**src/rtl/multicycle_alu.sv**
```systemverilog
// Registered ALU for the execute stage: single-cycle add/sub/logic/shift ops and
// iterative (one bit per cycle) signed/unsigned multiply and divide.
module multicycle_alu #(
    parameter int WIDTH = 32
) (
    input  logic                     clk,
    input  logic                     rst_n,
    input  logic                     in_valid,
    output logic                     in_ready,
    input  logic [3:0]               op,
    input  logic [WIDTH-1:0]         a,
    input  logic [WIDTH-1:0]         b,
    input  logic [$clog2(WIDTH)-1:0] shamt,
    input  logic                     kill,
    output logic                     out_valid,
    output logic [WIDTH-1:0]         result,
    output logic [WIDTH-1:0]         hi,
    output logic                     ovf,
    output logic                     dz
);
    localparam int SHW = $clog2(WIDTH);

    typedef enum logic [1:0] {IDLE, ITER, FIX} state_t;

    state_t             state;
    logic [SHW-1:0]     cnt;
    logic [WIDTH:0]     acc_hi;
    logic [WIDTH-1:0]   acc_lo;
    logic [WIDTH-1:0]   opnd;
    logic [WIDTH-1:0]   a_reg;
    logic               is_div;
    logic               neg_lo;
    logic               neg_hi;
    logic               ovf_pend;

    logic               accept;
    logic               is_iter_op;
    logic               sgn_op;
    logic [WIDTH-1:0]   sum_add;
    logic [WIDTH-1:0]   sum_sub;
    logic [WIDTH-1:0]   sc_res;
    logic               sc_ovf;
    logic [WIDTH:0]     mul_sum;
    logic [WIDTH:0]     rem_sh;
    logic [WIDTH:0]     div_diff;
    logic [WIDTH:0]     step_hi;
    logic [WIDTH-1:0]   step_lo;
    logic [2*WIDTH-1:0] prod;
    logic [WIDTH-1:0]   fix_res;
    logic [WIDTH-1:0]   fix_hi;
    logic               fix_dz;

    function automatic logic [WIDTH-1:0] magnitude(input logic [WIDTH-1:0] v, input logic is_signed);
        return (is_signed && v[WIDTH-1]) ? (~v + 1'b1) : v;
    endfunction

    function automatic logic [WIDTH-1:0] apply_sign(input logic [WIDTH-1:0] v, input logic neg);
        return neg ? (~v + 1'b1) : v;
    endfunction

    assign in_ready   = (state == IDLE);
    assign accept     = in_valid && (state == IDLE) && !kill;
    assign is_iter_op = op[3] && op[2];
    assign sgn_op     = !op[0];

    always_comb begin
        sc_res  = '0;
        sc_ovf  = 1'b0;
        sum_add = a + b;
        sum_sub = a - b;
        case (op)
            4'd0: begin
                sc_res = sum_add;
                sc_ovf = (a[WIDTH-1] == b[WIDTH-1]) && (sum_add[WIDTH-1] != a[WIDTH-1]);
            end
            4'd1: sc_res = sum_add;
            4'd2: begin
                sc_res = sum_sub;
                sc_ovf = (a[WIDTH-1] != b[WIDTH-1]) && (sum_sub[WIDTH-1] != a[WIDTH-1]);
            end
            4'd3:    sc_res = sum_sub;
            4'd4:    sc_res = a & b;
            4'd5:    sc_res = a | b;
            4'd6:    sc_res = a ^ b;
            4'd7:    sc_res = ~(a | b);
            4'd8:    sc_res = b >> shamt;
            4'd10:   sc_res = $unsigned($signed(b) >>> shamt);
            4'd9,
            4'd11:   sc_res = b << shamt;
            default: sc_res = '0;
        endcase
    end

    // One shift-add (multiply) or restoring-subtract (divide) step; acc_lo holds
    // the multiplier bits being consumed, or the dividend bits / quotient being built.
    always_comb begin
        mul_sum  = acc_hi + (acc_lo[0] ? {1'b0, opnd} : '0);
        rem_sh   = {acc_hi[WIDTH-1:0], acc_lo[WIDTH-1]};
        div_diff = rem_sh - {1'b0, opnd};
        step_hi  = '0;
        step_lo  = '0;
        if (is_div) begin
            if (!div_diff[WIDTH]) begin
                step_hi = div_diff;
                step_lo = {acc_lo[WIDTH-2:0], 1'b1};
            end else begin
                step_hi = rem_sh;
                step_lo = {acc_lo[WIDTH-2:0], 1'b0};
            end
        end else begin
            step_hi = {1'b0, mul_sum[WIDTH:1]};
            step_lo = {mul_sum[0], acc_lo[WIDTH-1:1]};
        end
    end

    always_comb begin
        prod    = {acc_hi[WIDTH-1:0], acc_lo};
        fix_dz  = is_div && (opnd == '0);
        fix_res = '0;
        fix_hi  = '0;
        if (!is_div) begin
            if (neg_lo) prod = ~prod + 1'b1;
            fix_res = prod[WIDTH-1:0];
            fix_hi  = prod[2*WIDTH-1:WIDTH];
        end else if (fix_dz) begin
            fix_res = '1;
            fix_hi  = a_reg;
        end else begin
            fix_res = apply_sign(acc_lo, neg_lo);
            fix_hi  = apply_sign(acc_hi[WIDTH-1:0], neg_hi);
        end
    end

    always_ff @(posedge clk or negedge rst_n) begin
        if (!rst_n) begin
            state     <= IDLE;
            cnt       <= '0;
            acc_hi    <= '0;
            acc_lo    <= '0;
            opnd      <= '0;
            a_reg     <= '0;
            is_div    <= 1'b0;
            neg_lo    <= 1'b0;
            neg_hi    <= 1'b0;
            ovf_pend  <= 1'b0;
            out_valid <= 1'b0;
            result    <= '0;
            hi        <= '0;
            ovf       <= 1'b0;
            dz        <= 1'b0;
        end else begin
            out_valid <= 1'b0;
            case (state)
                IDLE: begin
                    if (accept && !is_iter_op) begin
                        result    <= sc_res;
                        hi        <= '0;
                        ovf       <= sc_ovf;
                        dz        <= 1'b0;
                        out_valid <= 1'b1;
                    end else if (accept) begin
                        is_div   <= op[1];
                        a_reg    <= a;
                        acc_hi   <= '0;
                        acc_lo   <= magnitude(a, sgn_op);
                        opnd     <= magnitude(b, sgn_op);
                        neg_lo   <= sgn_op && (a[WIDTH-1] ^ b[WIDTH-1]);
                        neg_hi   <= sgn_op && a[WIDTH-1];
                        ovf_pend <= (op == 4'd14) && (a == {1'b1, {(WIDTH-1){1'b0}}}) && (b == '1);
                        cnt      <= '0;
                        state    <= ITER;
                    end
                end
                ITER: begin
                    if (kill) begin
                        state <= IDLE;
                    end else begin
                        acc_hi <= step_hi;
                        acc_lo <= step_lo;
                        cnt    <= cnt + SHW'(1);
                        if (cnt == SHW'(WIDTH - 1)) state <= FIX;
                    end
                end
                FIX: begin
                    if (!kill) begin
                        result    <= fix_res;
                        hi        <= fix_hi;
                        ovf       <= ovf_pend;
                        dz        <= fix_dz;
                        out_valid <= 1'b1;
                    end
                    state <= IDLE;
                end
                default: state <= IDLE;
            endcase
        end
    end
endmodule
```
**config.mk**
```make
export PLATFORM = sky130hd
export DESIGN_NAME = multicycle_alu
export DESIGN_NICKNAME = d
export VERILOG_FILES = /design/src/rtl/multicycle_alu.sv
export SDC_FILE = /design/constraint.sdc
export NUM_CORES = 1
export LEC_CHECK = 0
export CORE_MARGIN = 3
export CORE_UTILIZATION = 35
export DETAILED_ROUTE_END_ITERATION = 7
export GPL_ROUTABILITY_DRIVEN = 1
export PLACE_DENSITY = 0.48
export SETUP_SLACK_MARGIN = 0.3
export SKIP_CTS_REPAIR_TIMING = 1
export SLEW_MARGIN = 20
export SYNTH_ARGS = -nofsm -noshare
export SYNTH_HDL_FRONTEND = slang
export SYNTH_SLANG_ARGS = --single-unit
```
**constraint.sdc**
```tcl
create_clock -name clk -period 12.1 [get_ports clk]
set_input_delay 1.21 -clock clk [delete_from_list [all_inputs] [get_ports clk]]
set_output_delay 1.21 -clock clk [all_outputs]
set_load 0.02 [all_outputs]
```
== Word level (Yosys, flattened, before mapping) ==
Cells that the tools add are included.

* Register bits: 207
* Input port bits: 77
* Word-level logic and storage cells: 141

* $add $sub $neg: 10
* Equal/unequal tests: 27
* Shift operators: 3
* Mux-type cells: 48
* Bitwise logic cells: 11
* Reductions and logical operators: 27

{| class="wikitable"
|+ Operators by type and width
! operator !! number
|-
| $mux W32 || 17
|-
| $pmux W32 S9 || 1
|-
| $pmux W32 S2 || 3
|-
| $mux W33 || 5
|-
| $not A32 Y32 || 5
|-
| $add A32 B1 Y32 const B || 4
|-
| $pmux W33 S2 || 1
|-
| $add A64 B1 Y64 const B || 1
|-
| $eq A32 B32 Y1 const B || 2
|-
| $mux W64 || 1
|-
| $not A64 Y64 || 1
|-
| $add A33 B32 Y33 || 1
|-
| $sub A33 B32 Y33 || 1
|-
| $add A32 B32 Y32 || 1
|-
| $and A32 B32 Y32 || 1
|-
| $logic_not A32 Y1 || 1
|-
| $or A32 B32 Y32 || 1
|-
| $shl A32 B5 Y32 || 1
|-
| $shr A32 B5 Y32 || 1
|-
| $sshr A32 B5 Y32 || 1
|-
| $sub A32 B32 Y32 || 1
|-
| $xor A32 B32 Y32 || 1
|-
| $eq A4 B4 Y1 const B || 5
|-
| $eq A4 B3 Y1 const B || 4
|-
| 27 further kinds || 65
|}

== Logic depth before layout (Yosys ltp) ==
* Depth after elaboration: 7
* Gate-level depth with buffers: 21

== Least setup slack after synthesis ==
OpenSTA, ideal clock, no wires.

* Kind: register to register
* Start point: register acc_lo[31]
* End point: register acc_hi[14]
* Setup time: 138 ps
* Data arrival time: 4,540 ps
* Data required time: 11,962 ps
* Slack: 7,422 ps
* Stages on the path, launching flop included: 20
* Buffers on the path: 3
* Cell sequence: dfrtp_1 > inv_1 > ha_1 > inv_1 > fa_1 > a211oi_1 > o21ai_0 > nand2_1 > o21ai_0 > nand2b_1 > a41oi_1 > nor3_1 > a2111oi_0 > o21ai_0 > ha_1 > clkbuf_1 > clkbuf_1 > clkbuf_1 > mux2i_1 > o221ai_1

* Cells in the longest elaborated chain, start to end: 5

{| class="wikitable"
|+ Ends and longest elaborated chain
! element !! line !! RTL
|-
| start, declared || 28 || <nowiki>logic [WIDTH-1:0] acc_lo;</nowiki>
|-
| start signal, assigned || 165 || <nowiki>acc_lo <= magnitude(a, sgn_op);</nowiki>
|-
| start signal, assigned || 179 || <nowiki>acc_lo <= step_lo;</nowiki>
|-
| $sub A33 B32 Y33 || 99 || <nowiki>div_diff = rem_sh - {1'b0, opnd};</nowiki>
|-
| $mux W33 || 103 || <nowiki>if (!div_diff[WIDTH]) begin</nowiki>
|-
| $mux W33 || 102 || <nowiki>if (is_div) begin</nowiki>
|-
| $mux W33 || 175 || <nowiki>if (kill) begin</nowiki>
|-
| $pmux W33 S2 || 153 || <nowiki>case (state)</nowiki>
|-
| end signal, assigned || 178 || <nowiki>acc_hi <= step_hi;</nowiki>
|-
| end, declared || 27 || <nowiki>logic [WIDTH:0] acc_hi;</nowiki>
|}

No other way between the ends. The select of a mux whose other input is x is not followed.
A chain may end at the register's enable or synchronous reset.

== Final worst setup path ==
* Start point: register acc_lo[31]
* End point: register acc_hi[29]

Same word-level chain as after synthesis.

==> impl_metrics.ini <==
[route]
total_wire_length_mm = 131
routedWlPerCell_um = 29.7
drt-vias-per-instance = 6.16
drt_pre_antenna_iters = 7
dr.first_iter.drc_count = 2860
top_signal_layer_used = met5
met3_routed_length_mm = 9.19
wl_met2_mm = 59.7
drc_violations = 0
routed-via-count = 27200
m1WireLength_mm = 53.7
ant_nets = 0

[cts]
h-tree-depth = 1
clock_latency_ns = 0.62
cell_at_the_root_of_the_clock_tree = sky130_fd_sc_hd__clkbuf_16
cts-root-to-sink-buffers = 3
tritoncts = done
clk_pin_slew_ns = 0.06
cts_sinks = 207
numCtsBuffers = 29

[synth]
netlist.top_cell.by_area = sky130_fd_sc_hd__dfrtp_1
netlist_instances = 3475
yosys.area_share.xor_xnor_pct = 8.63
synth.cell_area_mm2 = 0.0255
yosys.cell_types.count = 83
yosys-top-cells-area = sky130_fd_sc_hd__dfrtp_1 20%, sky130_fd_sc_hd__ha_1 8.3%, sky130_fd_sc_hd__o21ai_0 8.1%, sky130_fd_sc_hd__nand2_1 6.3%, sky130_fd_sc_hd__a21oi_1 5.9%
synth_compound_area_share_pct = 28.0
most_used_standard_cell_by_instance_count_after_synthesis = sky130_fd_sc_hd__nand2_1
synthMuxAreaShare_pct = 8.76
yosysTopAreaCellShare_pct = 20.3
area_share_of_and_or_nand_nor_cells_after_synthesis_pct = 19.3
ys_dominant_reg_cell = sky130_fd_sc_hd__dfrtp_1
yosys.area_share.adder_pct = 8.66
synth_top_family_by_area = compound AO/OA/AOI/OAI gates
synthArstFlopShare_pct = 100
postSynthAreaPerCell_um2 = 7.33
seq_area_frac_synth_pct = 20.3
yosys_warnings = 0
synth.cells.most_frequent = 430 x sky130_fd_sc_hd__nand2_1, 415 x sky130_fd_sc_hd__o21ai_0, 299 x sky130_fd_sc_hd__a21oi_1
synth_enable_flop_cells = 0
post_synthesis_sequential_element_count = 207
syn_nets = 3726

[worst_setup_path]
timing.critical_path.cells = inv_1 -> ha_1 -> inv_1 -> fa_1 -> a211oi_1 -> o21ai_0 -> nand2_1 -> o21ai_0 -> nand2b_1 -> a41oi_1 -> nor3_1 -> a2111oi_0 -> o21ai_0 -> ha_2 -> buf_4 -> inv_1 -> nor4b_1 -> nand2_1 -> mux2_2 -> a22oi_1
cp_data_required_time_ns = 12.63
end_kind = register
cp_max_fo = 46
crit_arrival_ns = 6.32
cp-start-kind = register
timing_worst_setup_path_type = register to register
crit_path_max_incr_delay_ns = 0.63
worst_path_max_delay_cell = sky130_fd_sc_hd__a2111oi_0

[final_layout]
postLayoutCellArea_mm2 = 0.0286
layout.nets = 3685
layout.core_utilization_pct = 39.8
fillerInstances = 7646
synthToLayoutAreaGrowth_pct = 12.2
largest_register_ffs = 33
layout_cell_share_with_drive_strength_beyond_1_pct = 6.22
regMostFlops = acc_hi

[floorplanning]
top_level_ports = 145
floorplan.initialDensity_pct = 35.5
design.core.area_mm2 = 0.0719
placementRows = 98
fp.dieArea_mm2 = 0.0761
die_height_um = 276
die_w_um = 276

[global_routing]
vias_in_the_first_global_route = 25700
first_pass_grt_wire_length_mm = 187
pin_count_of_the_biggest_net_entering_global_routing = 89
antenna_found_initial = 5
grt_use_total_pct = 33.6
grt_remaining_overflow = 0

[sta]
peak_freq_ghz = 0.173
final.setup.worst_slack_ns = 6.31
actual_slew_at_the_worst_max_slew_pin_ns = 1.16
timing.final.max_slew_violations = 0
max_slew_margin_pct = 21.9
layout_worst_path_cycle_share_pct = 47.8
hold_violations = 0
finalClockSkew_ns = 0.0277
timing.final.setup_violations = 0
min_period_ns = 5.79
fin_tns_setup_ns = 0
rsz_0062_raised_after_global_routing = no

[pwr]
power_per_cell_area_mw_per_mm2 = 165
peakVddDrop_uv = 114
leakagePower_uw = 0.0118

[placed_design]
dp_hpwl_mm = 102
globalplace.congestion = 1.01
placed_cell_area_mm2 = 0.0276
dpl_worst_slack_ns = 6.22
place.port_buffers = 144

[job]
drv_cap = 0

[run_status]
run_status = finished clean

[min_path]
min-delay-path-class = register to register
cell type report:
class / count / area (µm²) / share of cell area [%]
Tap cell: 950 / 1190 / 4.15
Timing Repair Buffer: 208 / 1900 / 6.66
Antenna cell: 1 / 2.50 / 0.00875
Multi-Input combinational cell: 2836 / 18700 / 65.5
Sequential cell: 207 / 5180 / 18.1
Clock inverter: 15 / 206 / 0.722
Inverter: 152 / 571 / 1.99
Clock buffer: 39 / 823 / 2.88
worst max-delay path, delay by kind of cell, from the launching register on:
kind                       cells  cell delay (ns)
DFF                            1             0.42
buffers and inverters          4             0.85
muxes                          1             0.27
adders and majority gates      3             0.95
and+or+nand+nor                5             1.00
AOI/OAI and AO/OA              7             2.19
logic make-up (layout without fill, tap and decap cells):
logic type | Yosys count | count (layout)
other cells | 0 | 1
buf+inv | 432 | 414
fa+ha+maj | 174 | 174
compound gates | 1165 | 1165
mux | 169 | 169
simple gates | 1077 | 1077
flops | 207 | 207
xor+xnor | 251 | 251
metal layers:
metal,global-route usage [%],up-vias
li1,-,12400
met1,43.2,13300
met2,53.9,1241
met3,5.06,248
met4,18.2,4
met5,0,-
placed cells by master (no fill, tap or decap), types with 56 or more instances in the layout:
cell / instances
sky130_fd_sc_hd__xnor2_1: 169
sky130_fd_sc_hd__nor2_1: 278
sky130_fd_sc_hd__dfrtp_1: 205
sky130_fd_sc_hd__nand3_1: 69
sky130_fd_sc_hd__a211oi_1: 56
sky130_fd_sc_hd__xor2_1: 82
sky130_fd_sc_hd__mux2i_1: 115
sky130_fd_sc_hd__o21ai_0: 415
sky130_fd_sc_hd__nand2_1: 429
sky130_fd_sc_hd__buf_4: 67
sky130_fd_sc_hd__a21oi_1: 299
sky130_fd_sc_hd__inv_1: 146
sky130_fd_sc_hd__clkdlybuf4s50_1: 137
sky130_fd_sc_hd__ha_1: 169
path summary, 6_finish.rpt:
check                                start    endpoint  slack [ns]  cells after the start
worst max-delay path            acc_lo[31]  acc_hi[29]        6.31                     20
worst min-delay path                hi[14]      hi[14]        0.47                      2
worst max register to register  acc_lo[31]  acc_hi[29]        6.31                     20
worst min register to register      hi[14]      hi[14]        0.47                      2
max in group asynchronous            rst_n  acc_hi[31]       10.04                      2
min in group asynchronous            rst_n    a_reg[6]        0.61                      1
power by group:
part / switching [µW] / internal, µW
Sequential: 310 / 834
Clock: 377 / 565
Combinational: 1640 / 992
Total: 2320 / 2390
metrics by stage:
| step | cells | power, µW | hold slack [ns] |
|---|---|---|---|
| finish | 4408 | 4710 | 0.475 |
| global route | 4407 | 5010 | 0.509 |
| CTS | 4407 | 4690 | 0.483 |
| detailed placement | 4353 | 3730 | 0.469 |
| global placement | 4353 | 3720 | 0.463 |
| floorplan | 3475 | 2840 | 0.442 |
Power figures use the tool's default switching activity.
